[config.mk]
export PLATFORM = sky130hd
export DESIGN_NAME = pipe_stage_skid
export DESIGN_NICKNAME = d
export VERILOG_FILES = /design/src/rtl/pipe_pkg.sv /design/src/rtl/pipe_slot.sv /design/src/rtl/pipe_stage_skid.sv
export SDC_FILE = /design/constraint.sdc
export NUM_CORES = 1
export LEC_CHECK = 0
export ABC_AREA = 1
export ABC_CLOCK_PERIOD_IN_PS = 2410
export CORE_MARGIN = 2
export CORE_UTILIZATION = 40
export CTS_CLUSTER_SIZE = 8
export DETAILED_ROUTE_END_ITERATION = 10
export PLACE_DENSITY_LB_ADDON = 0.1
export SETUP_SLACK_MARGIN = 0.4
export SLEW_MARGIN = 10
export SYNTH_ARGS = -nofsm -noshare
export SYNTH_HDL_FRONTEND = slang
export SYNTH_SLANG_ARGS = --single-unit
[constraint.sdc]
create_clock -name clk -period 2.41 [get_ports clk]
set_clock_uncertainty 0.15 [all_clocks]
set_input_delay 0.482 -clock clk [delete_from_list [all_inputs] [get_ports clk]]
set_output_delay 0.482 -clock clk [all_outputs]
set_load 0.05 [all_outputs]
[src/rtl/pipe_pkg.sv]
// Shared definitions for the elastic pipeline-stage register.
// Default field widths, a saturating Tnew decrement helper, and the
// default-width slot record seen by hazard/forwarding logic.
package pipe_pkg;

    localparam int unsigned PAYLOAD_W_DEF = 96;
    localparam int unsigned TNEW_W_DEF    = 2;
    localparam int unsigned RA_W_DEF      = 5;

    // Widest Tnew field the helper handles; callers widen/narrow around it.
    localparam int unsigned TNEW_W_MAX    = 8;

    typedef logic [TNEW_W_MAX-1:0] tnew_max_t;

    // Saturating decrement: 0 stays 0, anything else counts down by one.
    function automatic tnew_max_t sat_dec(input tnew_max_t x);
        return (x == '0) ? '0 : x - TNEW_W_MAX'(1);
    endfunction

    // One stage slot at default widths.
    typedef struct packed {
        logic                     valid;
        logic [PAYLOAD_W_DEF-1:0] payload;
        logic [TNEW_W_DEF-1:0]    tnew;
        logic                     regwrite;
        logic [RA_W_DEF-1:0]      regwa;
    } slot_t;

endpackage

[src/rtl/pipe_slot.sv]
// One entry register of the stage (used for both the main and skid slot).
// Ports:
//   clk, reset          rising-edge clock, async active-low reset
//   load, clear         load the ld_* fields / empty the slot (clear wins)
//   ld_*                field values to store on load (already conditioned)
//   valid, payload, tnew, regwrite, regwa   stored entry; zeros when empty
// A held valid entry counts its Tnew down each clock when HOLD_DEC != 0.
module pipe_slot
    import pipe_pkg::*;
#(
    parameter int unsigned PAYLOAD_W = PAYLOAD_W_DEF,
    parameter int unsigned TNEW_W    = TNEW_W_DEF,
    parameter int unsigned RA_W      = RA_W_DEF,
    parameter int unsigned HOLD_DEC  = 1
)(
    input  logic                 clk,
    input  logic                 reset,
    input  logic                 load,
    input  logic                 clear,
    input  logic [PAYLOAD_W-1:0] ld_payload,
    input  logic [TNEW_W-1:0]    ld_tnew,
    input  logic                 ld_regwrite,
    input  logic [RA_W-1:0]      ld_regwa,
    output logic                 valid,
    output logic [PAYLOAD_W-1:0] payload,
    output logic [TNEW_W-1:0]    tnew,
    output logic                 regwrite,
    output logic [RA_W-1:0]      regwa
);

    // Entry storage: clear produces an all-zero bubble.
    always_ff @(posedge clk or negedge reset) begin
        if (!reset) begin
            valid    <= 1'b0;
            payload  <= '0;
            tnew     <= '0;
            regwrite <= 1'b0;
            regwa    <= '0;
        end else if (clear) begin
            valid    <= 1'b0;
            payload  <= '0;
            tnew     <= '0;
            regwrite <= 1'b0;
            regwa    <= '0;
        end else if (load) begin
            valid    <= 1'b1;
            payload  <= ld_payload;
            tnew     <= ld_tnew;
            regwrite <= ld_regwrite;
            regwa    <= ld_regwa;
        end else if (valid && (HOLD_DEC != 0)) begin
            tnew     <= TNEW_W'(sat_dec(tnew_max_t'(tnew)));
        end
    end

endmodule

[src/rtl/pipe_stage_skid.sv]
// Elastic pipeline-stage register with one skid slot.
// Main slot M drives out_*; skid slot S catches the one entry upstream may
// send after a downstream stall, so in_ready never depends combinationally
// on out_ready. Tnew counts down per clock, flush squashes both slots.
// Ports:
//   clk, reset                      clock, async active-low reset
//   flush                           synchronous squash of M and S
//   in_valid/in_ready/in_*          upstream handshake and entry fields
//   out_valid/out_ready/out_*       downstream handshake and M fields
//   skid_*                          S fields for the hazard unit
module pipe_stage_skid
    import pipe_pkg::*;
#(
    parameter int unsigned PAYLOAD_W     = PAYLOAD_W_DEF,
    parameter int unsigned TNEW_W        = TNEW_W_DEF,
    parameter int unsigned RA_W          = RA_W_DEF,
    parameter int unsigned TNEW_HOLD_DEC = 1
)(
    input  logic                 clk,
    input  logic                 reset,
    input  logic                 flush,
    input  logic                 in_valid,
    output logic                 in_ready,
    input  logic [PAYLOAD_W-1:0] in_payload,
    input  logic [TNEW_W-1:0]    in_tnew,
    input  logic                 in_regwrite,
    input  logic [RA_W-1:0]      in_regwa,
    output logic                 out_valid,
    input  logic                 out_ready,
    output logic [PAYLOAD_W-1:0] out_payload,
    output logic [TNEW_W-1:0]    out_tnew,
    output logic                 out_regwrite,
    output logic [RA_W-1:0]      out_regwa,
    output logic                 skid_valid,
    output logic [TNEW_W-1:0]    skid_tnew,
    output logic                 skid_regwrite,
    output logic [RA_W-1:0]      skid_regwa
);

    logic                 in_fire_c;
    logic                 out_fire_c;
    logic [TNEW_W-1:0]    in_tnew_dec_c;
    logic                 in_regwrite_c;
    logic [TNEW_W-1:0]    s_tnew_mv_c;
    logic [PAYLOAD_W-1:0] s_payload;

    logic                 m_load_c;
    logic                 m_clear_c;
    logic                 m_from_s_c;
    logic                 s_load_c;
    logic                 s_clear_c;
    logic                 in_ready_nxt_c;

    logic [PAYLOAD_W-1:0] m_ld_payload_c;
    logic [TNEW_W-1:0]    m_ld_tnew_c;
    logic                 m_ld_regwrite_c;
    logic [RA_W-1:0]      m_ld_regwa_c;

    // Handshakes and input conditioning ($0 is never a real write target).
    always_comb begin
        in_fire_c     = in_valid & in_ready;
        out_fire_c    = out_valid & out_ready;
        in_tnew_dec_c = TNEW_W'(sat_dec(tnew_max_t'(in_tnew)));
        in_regwrite_c = in_regwrite & (in_regwa != '0);
        s_tnew_mv_c   = (TNEW_HOLD_DEC != 0) ? TNEW_W'(sat_dec(tnew_max_t'(skid_tnew)))
                                             : skid_tnew;
    end

    // Slot control: flush first, then refill M (from S before input), else spill to S.
    always_comb begin
        m_load_c   = 1'b0;
        m_clear_c  = 1'b0;
        m_from_s_c = 1'b0;
        s_load_c   = 1'b0;
        s_clear_c  = 1'b0;
        if (flush) begin
            m_clear_c = 1'b1;
            s_clear_c = 1'b1;
        end else if (!out_valid || out_fire_c) begin
            if (skid_valid) begin
                m_load_c   = 1'b1;
                m_from_s_c = 1'b1;
                s_clear_c  = 1'b1;
            end else if (in_fire_c) begin
                m_load_c   = 1'b1;
            end else begin
                m_clear_c  = 1'b1;
            end
        end else if (in_fire_c) begin
            s_load_c = 1'b1;
        end
    end

    // M load source select.
    always_comb begin
        m_ld_payload_c  = in_payload;
        m_ld_tnew_c     = in_tnew_dec_c;
        m_ld_regwrite_c = in_regwrite_c;
        m_ld_regwa_c    = in_regwa;
        if (m_from_s_c) begin
            m_ld_payload_c  = s_payload;
            m_ld_tnew_c     = s_tnew_mv_c;
            m_ld_regwrite_c = skid_regwrite;
            m_ld_regwa_c    = skid_regwa;
        end
    end

    // Ready tracks next-cycle S occupancy.
    always_comb begin
        in_ready_nxt_c = ~skid_valid;
        if (s_load_c) begin
            in_ready_nxt_c = 1'b0;
        end else if (s_clear_c) begin
            in_ready_nxt_c = 1'b1;
        end
    end

    always_ff @(posedge clk or negedge reset) begin
        if (!reset) begin
            in_ready <= 1'b1;
        end else begin
            in_ready <= in_ready_nxt_c;
        end
    end

    pipe_slot #(
        .PAYLOAD_W (PAYLOAD_W),
        .TNEW_W    (TNEW_W),
        .RA_W      (RA_W),
        .HOLD_DEC  (TNEW_HOLD_DEC)
    ) u_m_slot (
        .clk         (clk),
        .reset       (reset),
        .load        (m_load_c),
        .clear       (m_clear_c),
        .ld_payload  (m_ld_payload_c),
        .ld_tnew     (m_ld_tnew_c),
        .ld_regwrite (m_ld_regwrite_c),
        .ld_regwa    (m_ld_regwa_c),
        .valid       (out_valid),
        .payload     (out_payload),
        .tnew        (out_tnew),
        .regwrite    (out_regwrite),
        .regwa       (out_regwa)
    );

    pipe_slot #(
        .PAYLOAD_W (PAYLOAD_W),
        .TNEW_W    (TNEW_W),
        .RA_W      (RA_W),
        .HOLD_DEC  (TNEW_HOLD_DEC)
    ) u_s_slot (
        .clk         (clk),
        .reset       (reset),
        .load        (s_load_c),
        .clear       (s_clear_c),
        .ld_payload  (in_payload),
        .ld_tnew     (in_tnew_dec_c),
        .ld_regwrite (in_regwrite_c),
        .ld_regwa    (in_regwa),
        .valid       (skid_valid),
        .payload     (s_payload),
        .tnew        (skid_tnew),
        .regwrite    (skid_regwrite),
        .regwa       (skid_regwa)
    );

endmodule
After elaboration in Yosys (flattened, before gate mapping)
Index checks and enable logic that the tools add are counted.
{"block": "word_totals", "ff_bits": 211, "input_bits": 109, "output_inout_bits": 115, "word_cells": 73}
{"block": "classes", "n_addsub": 3, "mux": 45, "bitwise": 4, "reduce_logical": 10}
{"cell": "$mux W96", "count": 5}
{"cell": "$mux W1", "count": 25}
{"cell": "$mux W5", "count": 5}
{"cell": "$mux W2", "count": 10}
{"cell": "$logic_not A2 Y1", "count": 3}
{"cell": "$reduce_bool A3 Y1", "count": 2}
{"cell": "$sub A2 B1 Y2 const B", "count": 3}
{"cell": "$reduce_bool A5 Y1", "count": 1}
{"cell": "$reduce_bool A2 Y1", "count": 2}
{"cell": "$and A1 B1 Y1", "count": 3}
{"cell": "$logic_not A1 Y1", "count": 1}
{"cell": "$logic_or A1 B1 Y1", "count": 1}
{"cell": "$not A1 Y1", "count": 1}

Logic depth before layout (Yosys ltp)
{"block": "depth", "depth_word": 7, "mapped_depth": 10, "ltp_nobuf": 8}

Hierarchy
From an unflattened synthesis, not the netlist that was laid out.
{"block": "hier_totals", "hier_cells": 1307, "hier_area_um2": 10617.7}
{"module": "pipe_slot", "n_inst": 2, "cells_each": 474, "area_each_um2": 4429.2, "seq_area_each_um2": 2627.5}
{"module": "pipe_stage_skid", "n_inst": 1, "cells_each": 359, "area_each_um2": 1759.2, "seq_area_each_um2": 26.3}

Least setup slack after synthesis
No wires, ideal clock.
{"block": "synth_timing", "path_kind": "register -> register", "from": "reg in_ready", "to": "reg u_m_slot.tnew[1]", "setup_time_ns": 0.067, "t_arrival_ns": 1.635, "t_required_ns": 2.193, "path_slack_ns": 0.558, "stages_incl_launch_ff": 9, "path_buffers": 2, "synth_period_minus_slack_ns": 1.852, "path_cell_list": "dfstp_2 > nand2_1 > inv_2 > nor2_1 > nor3_2 > buf_2 > buf_2 > nand3_1 > nand2_1"}
{"block": "synth_between", "elab_chain_cells": 7, "elab_cells_between_ends": 12, "classes_between": "mux (10); bitwise (1); reduce/logical (1)"}
{"item": "start, declared", "line_no": "pipe_stage_skid.sv:23", "source": "output logic in_ready,"}
{"item": "start signal, assigned", "line_no": "pipe_stage_skid.sv:122", "source": "in_ready <= in_ready_nxt_c;"}
{"item": "$and A1 B1 Y1 *", "line_no": "pipe_stage_skid.sv:61", "source": "in_fire_c = in_valid & in_ready;"}
{"item": "$mux W1", "line_no": "pipe_stage_skid.sv:84", "source": "end else if (in_fire_c) begin"}
{"item": "$mux W1", "line_no": "pipe_stage_skid.sv:80", "source": "if (skid_valid) begin"}
{"item": "$mux W1", "line_no": "pipe_stage_skid.sv:79", "source": "end else if (!out_valid || out_fire_c) begin"}
{"item": "$mux W1", "line_no": "pipe_stage_skid.sv:76", "source": "if (flush) begin"}
{"item": "$mux W2", "line_no": "pipe_slot.sv:45", "source": "end else if (load) begin"}
{"item": "$mux W2", "line_no": "pipe_slot.sv:39", "source": "end else if (clear) begin"}
{"item": "end signal, assigned", "line_no": "pipe_slot.sv:48", "source": "tnew <= ld_tnew;"}
{"item": "end signal, assigned", "line_no": "pipe_slot.sv:52", "source": "tnew <= TNEW_W'(sat_dec(tnew_max_t'(tnew)));"}
{"item": "end, declared", "line_no": "pipe_slot.sv:26", "source": "output logic [TNEW_W-1:0] tnew,"}
Every way passes the cells marked *; elsewhere a longest branch is shown, timed or not.
A chain may end at the register's enable or synchronous reset.

Worst setup path in the final report
{"block": "layout_timing", "from": "reg in_ready", "to": "out in_ready"}
No word-level cell between the ends.

==> flow_summary_export.csv <==
group,metric,value,unit
status,outcome,"finished, final reports clean",
routing,drc,0,
die,die_h,156.2,um
sta,setup_violations,0,
layout,final_core_util,0.5668,
critical_path,cp_top_family,"flip-flops",
pwr,p_switching,2307,uW
placed_design,dpl_worst_slack,0.06737,ns
routing,wire_per_inst,15.27,um
die,die_area,0.02438,sq mm
sta,maxSlewViolCount,0,
die,core,0.02271,sq mm
critical_path,startpoint_type,"flip-flop",
yosys,synth_area,0.009260,sq mm
sta,fmax,0.5105,GHz
routing,vias,8031,
critical_path,cp.arrival,1.33,ns
hold_path,hp-class,"in2async",
placed_design,gp_congestion,0.7870,
yosys,ys_ff_latch,211,
grt,antenna_found_initial,1,
layout,insertedDiodeCount,0,
yosys,yosysTopAreaCellShare,0.5675,
critical_path,worst_ep_required_time,1.78,ns
critical_path,crit_type,"reg2out",
yosys,syn_area_per_cell,8.095,sq um
critical_path,cp_cell_sequence,"buf_2",
routing,antenna_left,0,
yosys,ys_types,22,
layout,area_growth,38.99,%
pwr,power,8727,uW
yosys,synth_warnings,0,
sta,hold_ws,0.2679,ns
die,die_x,156.2,um
die,rows,55,
critical_path,cp_max_fo,2,
clock_network,cts_tree,"yes",
placed_design,place.port_buffers,223,
die,ioPinCount,224,
sta,slew_headroom,0.7355,
critical_path,worst-path-buf-inv,1,
clock_network,path_clk_slew,0.05,ns
die,start_util,0.4078,
sta,tns,0,ns
routing,routed_wl,25.20,mm
clock_network,numClockSinks,211,
sta,rsz0062_at_grt,"no",
pwr,pwr-share-comb,0.139,
sta,period_share,0.8128,
clock_network,clock_path_buffers,3,
sta,min_period,1.959,ns
pwr,p_seq_frac,0.430,
pwr,swShare,0.2644,
sta,tightest_slew,0.3967,ns
layout,drive_gt1_frac,0.1318,
yosys,syn_nets,1253,
clock_network,cts.htree.levels,1,
clock_network,cts_made_buffers,30,
grt,grt-ovfl-total,0,
yosys,ys_seq_area_frac,0.5703,
layout,fin_nets,1463,
placed_design,dp_hpwl,15.49,mm
critical_path,slowest_delay,0.54,ns
yosys,synth_area_leader_cell,"dfrtp_1",
sta,finalHoldViolations,0,
pwr,intPower,6419,uW
routing,first_pass_iters,5,
critical_path,cp_slowest_cell,"dfstp_2",
yosys,synthTopCellsByArea,"dfrtp_1 (57%), nand2_1 (17%), inv_1 (8.5%)",
clock_network,clock_latency,0.53,ns
grt,grt_pass1_wl,41.43,mm
job,drv_cap,0,
clock_network,cts_root_buf,"clkbuf_16",
grt,grt_start_max_net_pins,74,
routing,viasPerCell,4.864,
pwr,clkPwrFrac,0.431,
grt,grt_pass1_vias,8170,
sta,worst_slack,0.4512,ns
clock_network,postCtsSetupBuffers,0,
routing,drtIter0Drc,434,
critical_path,setup.worst_path.end_class,"output pin",
yosys,syn-instance-count,1144,
pwr,powerDensity,678.0,mW/mm^2
pwr,p_leak,0.006480,uW
pwr,peakVddDrop,0.0004883,V
grt,globalRouteTotalUtil,0.2093,
[final timing paths]
check	start	endpoint	slack, ns	depth (start not counted)
worst max-delay path	in_ready	in_ready	0.45	1
worst min-delay path	reset	u_m_slot.payload[92]	0.27	2
worst max register to register	in_ready	u_m_slot.payload[17]	0.63	7
worst min register to register	u_m_slot.payload[36]	u_m_slot.payload[36]	0.32	2
max in group asynchronous	reset	u_s_slot.payload[17]	1.16	3
min in group clk	u_m_slot.payload[36]	u_m_slot.payload[36]	0.32	2
[sequential cells by signal, summed over array words and instances (netlist names)]
signal             cells
u_m_slot.payload      96
u_s_slot.payload      96
u_m_slot.regwa         5
u_s_slot.regwa         5
u_m_slot.tnew          2
u_s_slot.tnew          2
in_ready               1
u_m_slot.regwrite      1
u_m_slot.valid         1
u_s_slot.regwrite      1
u_s_slot.valid         1
[cell usage in the layout, fill, tap and decap left out, drive strengths merged]
cell           instances
clkinv                 2
dfstp                  1
dfrtp                210
dlygate4sd3            1
inv                  212
nand4                  1
nand3b                 1
buf                   24
nor2                   4
o21ai                  2
nor3                   1
or2                    1
clkdlybuf4s50        107
nand2                428
clkbuf                43
o22ai                102
clkinvlp               1
a21oi                  3
nand3                110
clkdlybuf4s15        112
[Yosys cell counts, drive strengths merged]
master  count
nand2     428
inv       214
dfrtp     210
nand3     110
o22ai     102
buf        42
clkbuf     24
nor2        4
a21oi       3
o21ai       2
dfstp       1
nand3b      1
nand4       1
nor3        1
or2         1
[metrics by stage]
| stage | cells | cell area, sq um |
|---|---|---|
| floorplan | 1144 | 9260 |
| global placement | 1606 | 11910 |
| detailed placement | 1606 | 11910 |
| CTS | 1651 | 12880 |
| global route | 1651 | 12870 |
| finish | 1651 | 12870 |
[cell type report]
cell class / count / area [sq um]
tap: 285 / 356.6
clock inverter: 1 / 7.507
inverter: 214 / 805.8
fill: 2110 / 9838
multi-input combinational: 653 / 2902
sequential: 211 / 5281
timing repair buffer: 244 / 2698
clock buffer: 43 / 820.8
[repair_timing]
item | 4_1_cts | 5_1_grt
setup endpoints to repair | 115 | 2
hold endpoints to repair | 31 | 0
hold buffers | 1 | 0
gates resized for setup | 347 | 4
[cells by family (layout without fill, tap and decap cells)]
group,count (synthesis),count (layout),synth area share
buffers and inverters,280,502,0.1186
DFF,211,211,0.5703
and+or+nand+nor,546,546,0.2394
AOI/OAI and AO/OA,107,107,0.07161
[power by group through the flow]
stage | registers [uW] | logic (uW) | clock network (uW)
floorplan | 4130 | 333 | 0
global placement | 3810 | 1240 | 0
detailed placement | 3810 | 1250 | 0
CTS | 3750 | 1220 | 3850
global route | 3770 | 1310 | 4010
finish | 3750 | 1210 | 3760
[routing by layer]
| layer | up-vias | GRT usage | routed length [um] |
|---|---|---|---|
| met2 | 210 | 0.3506 | 11810 |
| li1 | 3938 | - | - |
| met3 | 31 | 0.02972 | 1264 |
| met1 | 3850 | 0.2890 | 11700 |
| met4 | 2 | 0.04980 | 412 |
| met5 | - | 0 | 13 |
No activity file was read; power rests on OpenSTA's default activity.
